===== config.mk =====
export PLATFORM = sky130hd
export DESIGN_NAME = dcache_ram_responder_flat
export DESIGN_NICKNAME = d
export VERILOG_FILES = /design/src/rtl/dcache_ram_responder_if.sv /design/src/rtl/dcache_ram_responder.sv /design/src/flat_wrapper.sv
export SDC_FILE = /design/constraint.sdc
export NUM_CORES = 1
export LEC_CHECK = 0
export ABC_AREA = 1
export BUFFER_PORTS_ARGS = -buffer_cell sky130_fd_sc_hd__buf_2
export CAP_MARGIN = 20
export CORE_MARGIN = 8
export CORE_UTILIZATION = 53
export DETAILED_ROUTE_END_ITERATION = 7
export GPL_ROUTABILITY_DRIVEN = 0
export PLACE_DENSITY_LB_ADDON = 0.05
export SYNTH_ARGS = -nofsm -noshare
export SYNTH_HDL_FRONTEND = slang
export SYNTH_SLANG_ARGS = --single-unit

===== constraint.sdc =====
create_clock -name clk -period 2.6 [get_ports clk]
set_clock_uncertainty 0.15 [all_clocks]
set_input_delay 0.52 -clock clk [delete_from_list [all_inputs] [get_ports clk]]
set_output_delay 0.52 -clock clk [all_outputs]
set_load 0.005 [all_outputs]

===== src/rtl/dcache_ram_responder_if.sv =====
// Cache-side RAM port of the dcache: refill reads and dirty-line writebacks.
// Signal suffixes are relative to the responder (slave).
interface dcache_ram_responder_if;
  logic         ram_rd_req_i;
  logic [31:0]  ram_rd_addr_i;
  logic         ram_rd_rdy_o;
  logic [31:0]  ram_rd_data_o;
  logic [2:0]   ram_rd_num_o;
  logic         ram_wr_rdy_o;
  logic         ram_wr_req_i;
  logic [31:0]  ram_wr_addr_i;
  logic [127:0] ram_wr_data_i;
  logic         ram_dirty_i;

  modport slave (
    input  ram_rd_req_i, ram_rd_addr_i, ram_wr_req_i, ram_wr_addr_i,
           ram_wr_data_i, ram_dirty_i,
    output ram_rd_rdy_o, ram_rd_data_o, ram_rd_num_o, ram_wr_rdy_o
  );

  modport master (
    output ram_rd_req_i, ram_rd_addr_i, ram_wr_req_i, ram_wr_addr_i,
           ram_wr_data_i, ram_dirty_i,
    input  ram_rd_rdy_o, ram_rd_data_o, ram_rd_num_o, ram_wr_rdy_o
  );
endinterface


===== src/rtl/dcache_ram_responder.sv =====
// Memory-side responder: serves 4-word line refills and line writebacks
// against a single-port word SRAM with one cycle of read latency.
module dcache_ram_responder #(
  parameter int MEM_AW = 16
) (
  input  logic                   clk,
  input  logic                   rst_n,
  dcache_ram_responder_if.slave  ram,
  output logic                   mem_en_o,
  output logic                   mem_we_o,
  output logic [MEM_AW-1:0]      mem_addr_o,
  output logic [31:0]            mem_wdata_o,
  input  logic [31:0]            mem_rdata_i
);

  localparam int BW = MEM_AW - 2;

  typedef enum logic [2:0] {S_IDLE, S_WRITE, S_READ, S_DRAIN, S_HOLD} state_t;

  state_t            state_q, state_d;
  logic [1:0]        cnt_q, cnt_d;
  logic [BW-1:0]     base_q, base_d;
  logic [127:0]      buf_q, buf_d;
  logic              wr_rdy_q, wr_rdy_d;
  logic              rd_rdy_q, rd_rdy_d;
  logic [31:0]       rd_data_q, rd_data_d;
  logic [2:0]        rd_num_q, rd_num_d;
  logic              mem_en_q, mem_en_d;
  logic              mem_we_q, mem_we_d;
  logic [MEM_AW-1:0] mem_addr_q, mem_addr_d;
  logic [31:0]       mem_wdata_q, mem_wdata_d;
  logic              rd_vld_q, rd_vld_d;
  logic [1:0]        rd_idx_q, rd_idx_d;
  logic              issue, issue_we;
  logic [6:0]        wsel;

  always_comb begin
    state_d     = state_q;
    cnt_d       = cnt_q;
    base_d      = base_q;
    buf_d       = buf_q;
    wr_rdy_d    = wr_rdy_q;
    mem_en_d    = 1'b0;
    mem_we_d    = 1'b0;
    mem_addr_d  = mem_addr_q;
    mem_wdata_d = mem_wdata_q;
    issue       = 1'b0;
    issue_we    = 1'b0;
    wsel        = 7'd0;
    // Read data returns the cycle after an enabled read; register it as a beat.
    rd_vld_d    = mem_en_q & ~mem_we_q;
    rd_idx_d    = mem_addr_q[1:0];
    rd_rdy_d    = rd_vld_q;
    rd_data_d   = rd_vld_q ? mem_rdata_i : rd_data_q;
    rd_num_d    = rd_vld_q ? {1'b0, rd_idx_q} : rd_num_q;

    case (state_q)
      S_IDLE: begin
        wr_rdy_d = 1'b1;
        if (ram.ram_wr_req_i && wr_rdy_q && ram.ram_dirty_i) begin
          state_d  = S_WRITE;
          base_d   = ram.ram_wr_addr_i[MEM_AW+1:4];
          buf_d    = ram.ram_wr_data_i;
          cnt_d    = 2'd0;
          wr_rdy_d = 1'b0;
          issue    = 1'b1;
          issue_we = 1'b1;
        end else if (ram.ram_rd_req_i) begin
          state_d  = S_READ;
          base_d   = ram.ram_rd_addr_i[MEM_AW+1:4];
          cnt_d    = 2'd0;
          wr_rdy_d = 1'b0;
          issue    = 1'b1;
        end
      end
      S_WRITE, S_READ: begin
        if (cnt_q == 2'd3) begin
          cnt_d = 2'd0;
          if (state_q == S_WRITE) begin
            state_d  = S_IDLE;
            wr_rdy_d = 1'b1;
          end else begin
            state_d = S_DRAIN;
          end
        end else begin
          cnt_d    = cnt_q + 2'd1;
          issue    = 1'b1;
          issue_we = (state_q == S_WRITE);
        end
      end
      S_DRAIN: begin
        if (cnt_q == 2'd1) begin
          state_d = S_HOLD;
          cnt_d   = 2'd0;
        end else begin
          cnt_d = cnt_q + 2'd1;
        end
      end
      S_HOLD: begin
        state_d  = S_IDLE;
        wr_rdy_d = 1'b1;
      end
      default: begin
        state_d = S_IDLE;
      end
    endcase

    if (issue) begin
      mem_en_d   = 1'b1;
      mem_we_d   = issue_we;
      mem_addr_d = {base_d, cnt_d};
      if (issue_we) begin
        wsel        = {cnt_d, 5'd0};
        mem_wdata_d = buf_d[wsel +: 32];
      end
    end
  end

  always_ff @(posedge clk or negedge rst_n) begin
    if (!rst_n) begin
      state_q     <= S_IDLE;
      cnt_q       <= '0;
      base_q      <= '0;
      buf_q       <= '0;
      wr_rdy_q    <= 1'b0;
      rd_rdy_q    <= 1'b0;
      rd_data_q   <= '0;
      rd_num_q    <= '0;
      mem_en_q    <= 1'b0;
      mem_we_q    <= 1'b0;
      mem_addr_q  <= '0;
      mem_wdata_q <= '0;
      rd_vld_q    <= 1'b0;
      rd_idx_q    <= '0;
    end else begin
      state_q     <= state_d;
      cnt_q       <= cnt_d;
      base_q      <= base_d;
      buf_q       <= buf_d;
      wr_rdy_q    <= wr_rdy_d;
      rd_rdy_q    <= rd_rdy_d;
      rd_data_q   <= rd_data_d;
      rd_num_q    <= rd_num_d;
      mem_en_q    <= mem_en_d;
      mem_we_q    <= mem_we_d;
      mem_addr_q  <= mem_addr_d;
      mem_wdata_q <= mem_wdata_d;
      rd_vld_q    <= rd_vld_d;
      rd_idx_q    <= rd_idx_d;
    end
  end

  assign ram.ram_wr_rdy_o  = wr_rdy_q;
  assign ram.ram_rd_rdy_o  = rd_rdy_q;
  assign ram.ram_rd_data_o = rd_data_q;
  assign ram.ram_rd_num_o  = rd_num_q;
  assign mem_en_o          = mem_en_q;
  assign mem_we_o          = mem_we_q;
  assign mem_addr_o        = mem_addr_q;
  assign mem_wdata_o       = mem_wdata_q;

  // Address bits outside the SRAM window and the line offset alias away.
  logic unused_bits;
  assign unused_bits = ^{ram.ram_rd_addr_i[31:MEM_AW+2], ram.ram_rd_addr_i[3:0],
                         ram.ram_wr_addr_i[31:MEM_AW+2], ram.ram_wr_addr_i[3:0]};

endmodule


===== src/flat_wrapper.sv =====
// flat-port wrapper written by rule: the top's interface ports become plain ports
module dcache_ram_responder_flat 
#(
  parameter int MEM_AW = 16
)
  (clk, rst_n, mem_en_o, mem_we_o, mem_addr_o, mem_wdata_o, mem_rdata_i, ram_ram_rd_req_i, ram_ram_rd_addr_i, ram_ram_wr_req_i, ram_ram_wr_addr_i, ram_ram_wr_data_i, ram_ram_dirty_i, ram_ram_rd_rdy_o, ram_ram_rd_data_o, ram_ram_rd_num_o, ram_ram_wr_rdy_o);
  dcache_ram_responder_if ram_i ();
  input  logic clk;
  input  logic rst_n;
  output logic mem_en_o;
  output logic mem_we_o;
  output logic [MEM_AW-1:0] mem_addr_o;
  output logic [31:0] mem_wdata_o;
  input  logic [31:0] mem_rdata_i;
  input wire logic [$bits(ram_i.ram_rd_req_i)-1:0] ram_ram_rd_req_i;
  input wire logic [$bits(ram_i.ram_rd_addr_i)-1:0] ram_ram_rd_addr_i;
  input wire logic [$bits(ram_i.ram_wr_req_i)-1:0] ram_ram_wr_req_i;
  input wire logic [$bits(ram_i.ram_wr_addr_i)-1:0] ram_ram_wr_addr_i;
  input wire logic [$bits(ram_i.ram_wr_data_i)-1:0] ram_ram_wr_data_i;
  input wire logic [$bits(ram_i.ram_dirty_i)-1:0] ram_ram_dirty_i;
  output wire logic [$bits(ram_i.ram_rd_rdy_o)-1:0] ram_ram_rd_rdy_o;
  output wire logic [$bits(ram_i.ram_rd_data_o)-1:0] ram_ram_rd_data_o;
  output wire logic [$bits(ram_i.ram_rd_num_o)-1:0] ram_ram_rd_num_o;
  output wire logic [$bits(ram_i.ram_wr_rdy_o)-1:0] ram_ram_wr_rdy_o;
  assign ram_i.ram_rd_req_i = ram_ram_rd_req_i;
  assign ram_i.ram_rd_addr_i = ram_ram_rd_addr_i;
  assign ram_i.ram_wr_req_i = ram_ram_wr_req_i;
  assign ram_i.ram_wr_addr_i = ram_ram_wr_addr_i;
  assign ram_i.ram_wr_data_i = ram_ram_wr_data_i;
  assign ram_i.ram_dirty_i = ram_ram_dirty_i;
  assign ram_ram_rd_rdy_o = ram_i.ram_rd_rdy_o;
  assign ram_ram_rd_data_o = ram_i.ram_rd_data_o;
  assign ram_ram_rd_num_o = ram_i.ram_rd_num_o;
  assign ram_ram_wr_rdy_o = ram_i.ram_wr_rdy_o;
  dcache_ram_responder #(.MEM_AW(MEM_AW)) u_core (.clk(clk), .rst_n(rst_n), .ram(ram_i), .mem_en_o(mem_en_o), .mem_we_o(mem_we_o), .mem_addr_o(mem_addr_o), .mem_wdata_o(mem_wdata_o), .mem_rdata_i(mem_rdata_i));
endmodule

== Word-level counts from Yosys, hierarchy flattened ==
Cells that the tools add are included.

* Bitwise logic cells: 2
* Eq/ne operators: 10
* Add/sub/neg operators: 1
* Shift-type cells: 1
* Mux-type cells: 30
* Reductions and logical operators: 8

{| class="wikitable"
|+ Operators with widths
! kind !! number
|-
| 2-to-1 mux 128 bit || 2
|-
| indexed part select 128 x 8 -> 32 bit || 1
|-
| 2-to-1 mux 14 bit || 3
|-
| 2-to-1 mux 3 bit || 4
|-
| 2-to-1 mux 1 bit || 11
|-
| 2-to-1 mux 2 bit || 5
|-
| case mux 3 bit (3 select lines) || 1
|-
| equality test 3 x 2 -> 1 bit (second input constant) || 2
|-
| != test 2 x 1 -> 1 bit (second input constant) || 3
|-
| case mux 2 bit (3 select lines) || 1
|-
| AND reduction 3 bit || 2
|-
| case mux 1 bit (2 select lines) || 2
|-
| equality test 3 x 1 -> 1 bit (second input constant) || 1
|-
| equality test 3 bit (second input constant) || 1
|-
| logical NOT 3 bit || 1
|-
| != test 3 x 2 -> 1 bit (second input constant) || 1
|-
| case mux 1 bit (3 select lines) || 1
|-
| nonzero test 3 bit || 1
|-
| adder 2 x 1 -> 2 bit (second input constant) || 1
|-
| equality test 2 x 1 -> 1 bit (second input constant) || 1
|-
| equality test 2 bit (second input constant) || 1
|-
| logical AND 1 bit || 2
|-
| AND reduction 2 bit || 1
|-
| OR reduction 2 bit || 1
|-
| 2 further kinds || 2
|}

* Word-level logic and storage cells: 66
* Output and inout port bits: 87
* Bits of input ports: 229
* Flip-flop bits (word level): 236

== Logic depth before layout (Yosys ltp) ==
* Depth in word-level cells: 5
* Mapped depth: 13
* Depth with buffers taken out: 11

== Worst setup path before layout ==
Ideal clock, no wire load.

* Path type: in2reg
* From: input ram_ram_wr_req_i
* To: register u_core.mem_addr_q[10], in the netlist u_core.mem_addr_o[10]
* Setup time: 125 ps
* Data arrival time: 1706 ps
* Slack: 619 ps
* Path buffers: 1
* Cell stages on the path: 6
* Cell sequence: nand3_2 -> nand2_1 -> nand2_1 -> nand2_2 -> buf_4 -> mux2_2

* Word-level cells in the longest chain between the ends: 4
* Elaborated cells between the ends (all ways): 6
* Classes of those cells: mux (4); reduce/logical (2)

{| class="wikitable"
|+ Ends and longest elaborated chain
! item !! RTL line !! source
|-
| start: declaration || flat_wrapper.sv:17 || <nowiki>input wire logic [$bits(ram_i.ram_wr_req_i)-1:0] ram_ram_wr_req_i;</nowiki>
|-
| logical AND 1 bit (2 in series) || dcache_ram_responder.sv:60 || <nowiki>if (ram.ram_wr_req_i && wr_rdy_q && ram.ram_dirty_i) begin</nowiki>
|-
| 2-to-1 mux 1 bit || dcache_ram_responder.sv:60 ||
|-
| case mux 1 bit (2 select lines) || dcache_ram_responder.sv:57 || <nowiki>case (state_q)</nowiki>
|-
| named net u_core.issue || dcache_ram_responder.sv:34 || <nowiki>logic issue, issue_we;</nowiki>
|-
| end signal: assignment || dcache_ram_responder.sv:146 || <nowiki>mem_addr_q <= mem_addr_d;</nowiki>
|-
| end: declaration || dcache_ram_responder.sv:30 || <nowiki>logic [MEM_AW-1:0] mem_addr_q, mem_addr_d;</nowiki>
|}

The timed path passes the listed nets, and every way through them passes these cells.
A chain may end at the register's enable or synchronous reset.

== Worst setup path after layout ==
* From: register u_core.cnt_q[1]
* To: register u_core.mem_wdata_q[14], in the netlist u_core.mem_wdata_o[14]

* Word-level cells in the longest chain between the ends: 4
* Elaborated cells between the ends (all ways): 14
* Classes of those cells: add/sub (1); eq/ne (2); shift (1); mux (9); reduce/logical (1)

{| class="wikitable"
|+ Ends and longest elaborated chain
! item !! RTL line !! source
|-
| start: declaration || dcache_ram_responder.sv:21 || <nowiki>logic [1:0] cnt_q, cnt_d;</nowiki>
|-
| start signal: assignment || dcache_ram_responder.sv:137 || <nowiki>cnt_q <= cnt_d;</nowiki>
|-
| adder 2 x 1 -> 2 bit, or another cell as far along || dcache_ram_responder.sv:86, dcache_ram_responder.sv:96 ||
|-
| 2-to-1 mux 2 bit, or another cell as far along || dcache_ram_responder.sv:92 || <nowiki>if (cnt_q == 2'd1) begin</nowiki>
|-
| case mux 2 bit (3 select lines) or case mux 1 bit (2 select lines) (tied branches) || dcache_ram_responder.sv:57 ||
|-
| indexed part select 128 x 8 -> 32 bit or AND reduction 2 bit (tied branches) || n/a ||
|-
| end signal: assignment || dcache_ram_responder.sv:147 || <nowiki>mem_wdata_q <= mem_wdata_d;</nowiki>
|-
| end: declaration || dcache_ram_responder.sv:31 || <nowiki>logic [31:0] mem_wdata_q, mem_wdata_d;</nowiki>
|}

Parallel ways exist; a longest one is shown, timed or not.

==> impl_results.md <==
* Status: finished clean
* Slew Limit Fails at 0
* Die height at between 150 and 200 um
* Cts bufs inserted at 26
* DR vias at ~9500
* RSZ-0062 raised after global routing: no
* Drc violations at 0
* Drt total wl at 29300 um
* Final Setup Violations at 0
* Critical path capture point type: flop
* Area taken by multi-input logic gates at roughly 3800 um2
* Area leader, netlist: dfrtp_1
* Vias in the first global route at 9521
* H-tree Lvls at 1
* Deepest clock path buffer count at 3
* I/O pin total at between 300 and 400
* Mapped Area at approximately 11000 um2
* CP max-delay cell: dfrtp_1
* Leak pwr at around 8 nW
* Worst min path class: in2reg
* Tightest Pin Transition at ~770 ps
* PD cells at 1290 nW/um2
* Sequential cell area fraction in the yosys report at 0.519
* Initial antenna violation count at 1
* Ys Warns at 0
* Max-slew headroom at 0.488
* Final hold violation count at 0
* Final instance area at between 10000 and 15000 um2
* Post-DRT Antenna Nets at 0
* Maxcap violations at 0
* TNS Setup at 0 ps
* Total congestion overflow at 0
* Std-Cell Rows at 53
* Hold depth at 2
* Area of placed instances at 13000 um2
* Register bit count reported by yosys at around 240
* Avg Vias per Cell at around 4.8
* Synth unique cells at 30
* Core area at 21000 um2
* Worst Setup Start Kind: flop
* Gr usage total at 0.217
* Die area at roughly 26000 um2
* PortBufs at approximately 280
* Fmax at about 450 MHz
* Top post-synthesis cells by area: dfrtp_1, nand2_1, inv_1, nand3_1, mux2_2
* Overall die width at 163 um
* Worst skew pair latency at ~530 ps
* CTS tree: yes
* PnR Total Power at between 0.015 and 0.02 W
* Crit path max fanout at 48
* Crit path required time at between 2000 and 3000 ps
* Tmin final at roughly 2200 ps
* Drt pass-1 iters at 5
* Drt initial violations at roughly 610
* Setup CP Type: reg2reg
* Crit path top cell by count: nand2_1
* Syn Nets at ~1700
* Fin crit share at 0.861
* Syn_area_per_cell at ~7.9 um2
* Drt wl/cell at around 15 um
* Postcts setup bufs at 0
* Area grow syn2layout at 22.0%
* DP HPWL at between 15000 and 20000 um
* Worst-path clk slew at ~60 ps
* CP max stage delay at around 460 ps
* Layout Nets at ~1900
* Fillers at between 1500 and 2000
* Largest net degree at the start of global routing at ~100
* Starting Density at 0.541
* First-pass GRT wire length at ~47000 um
* CP Data Arrival Time at between 2000 and 3000 ps
* Hold_ws at about 79 ps
* Share of layout cells above drive strength 1 at 0.239
* Worst vdd ir at between 0.6 and 0.7 mV
* CTS Sinks at between 200 and 250
* Sequential cell area at slightly below 6000 um2
* Reg2Reg Depth at 12
* Yosys top cell area share at 0.519
* Post-Synthesis Cells at between 1000 and 1500
* CTS Root Cell: clkbuf_16
* CP cell instances: inv_1 > ha_1 > or2_2 > nor2_1 > a21oi_4 > nand2_2 > buf_12 > nand2_1 > nand3_1 > nand2_1 > nand2_1 > nand2_1
[cell usage after synthesis]
library cell	count
mux2_2	48
o21ai_2	1
a21oi_1	1
inv_1	329
nor3_1	1
inv_2	2
a22oi_1	1
o21ai_1	16
a21oi_2	2
a31oi_1	3
o21bai_4	1
or2_2	1
buf_4	18
nand2_2	4
o21ai_0	50
buf_2	22
conb_1	1
clkbuf_1	19
nand3_2	2
nor2_4	2
a221oi_1	1
nand3_1	144
nor2_2	1
nor2_1	9
nand2_4	1
ha_1	3
buf_6	13
nand2_1	487
nand4_1	15
dfrtp_1	236
[final cells by class]
cell class | instances | area share
diodes | 3 | 0.000541
clock buffers | 42 | 0.0563
clock inverters | 4 | 0.00369
inverters | 331 | 0.0895
multi-input cells | 795 | 0.274
flip-flops and latches | 236 | 0.425
well taps | 275 | 0.0248
repair buffers | 306 | 0.126
[layout by cell type, fill, tap and decap left out, types with 2 or more instances in the layout]
cell type  instances
buf_2            277
clkbuf_8           5
buf_12            11
inv_1            329
nand3_1          143
clkbuf_16         27
o21ai_1           16
a21oi_4            2
clkbuf_1          10
ha_1               3
a31oi_1            3
nand3_2            3
nor2_1             9
buf_4             16
diode_2            3
clkinv_2           2
nor2_4             2
nand2_2            6
inv_2              2
mux2_2            48
nand4_1           15
o21ai_0           50
nand2_1          485
dfrtp_1          236
[power breakdown]
part | internal [W] | switching [W]
Clock | 0.00215 | 0.00144
Sequential | 0.00546 | 0.000676
Combinational | 0.00326 | 0.00486
[flip-flops by register name, summed over array words and instances (netlist names), 3 cells and up]
| signal | count |
|---|---|
| u_core.state_q | 3 |
| u_core.ram.ram_rd_data_o | 32 |
| u_core.mem_wdata_o | 32 |
| u_core.base_q | 14 |
| u_core.buf_q | 128 |
| u_core.mem_addr_o | 16 |
[per-stage QoR]
| step | util | setup WS, ps | std cells |
|---|---|---|---|
| final | 0.661 | 362 | 1992 |
| after global routing | 0.660 | 162 | 1990 |
| after CTS | 0.660 | 349 | 1989 |
| after detailed placement | 0.620 | 294 | 1942 |
| after global placement | 0.620 | 319 | 1942 |
| after floorplan | - | 619 | 1434 |
[routing by layer]
layer	wire (um)	global-route usage	part of all wire
met3	2190	0.0495	0.075
met2	13700	0.360	0.47
met4	427	0.0513	0.015
met1	13000	0.285	0.44
met5	0	0	0
[final timing paths]
check	startpoint	end	slack (ps)
max	u_core.cnt_q[1]$_DFF_PN0_	u_core.mem_wdata_o[14]$_DFFE_PN0P_	360
min	mem_rdata_i[4]	u_core.ram.ram_rd_data_o[4]$_DFFE_PN0P_	80
max reg2reg	u_core.cnt_q[1]$_DFF_PN0_	u_core.mem_wdata_o[14]$_DFFE_PN0P_	360
min reg2reg	u_core.mem_addr_o[1]$_DFFE_PN0P_	u_core.rd_idx_q[1]$_DFF_PN0_	250
max in group asynchronous	rst_n	u_core.base_q[9]$_DFF_PN0_	1170
min in group asynchronous	rst_n	u_core.mem_wdata_o[6]$_DFFE_PN0P_	410
[kinds of logic (layout without fill, tap and decap cells)]
kind of cell / after synthesis / in the layout / share of synthesized area
compound gates: 76 / 76 / 0.0365
fa+ha+maj: 3 / 3 / 0.00330
buf+inv: 403 / 683 / 0.150
flops: 236 / 236 / 0.519
mux: 48 / 48 / 0.0475
other cells: 1 / 4 / 0.000329
simple gates: 667 / 667 / 0.244
[worst max-delay path, delay by kind of cell, from the launching register on]
kind | cells | cell delay, ps
compound gates | 1 | 70
fa+ha+maj | 1 | 190
flops | 1 | 460
buf+inv | 2 | 320
simple gates | 8 | 920
[repair_timing]
action / 4_1_cts / 5_1_grt
endpoints found under the hold margin: 59 / 0
hold buffers: 1 / 0
gates resized for setup: 0 / 0
Note: power is estimated with default switching activity, not from simulation.
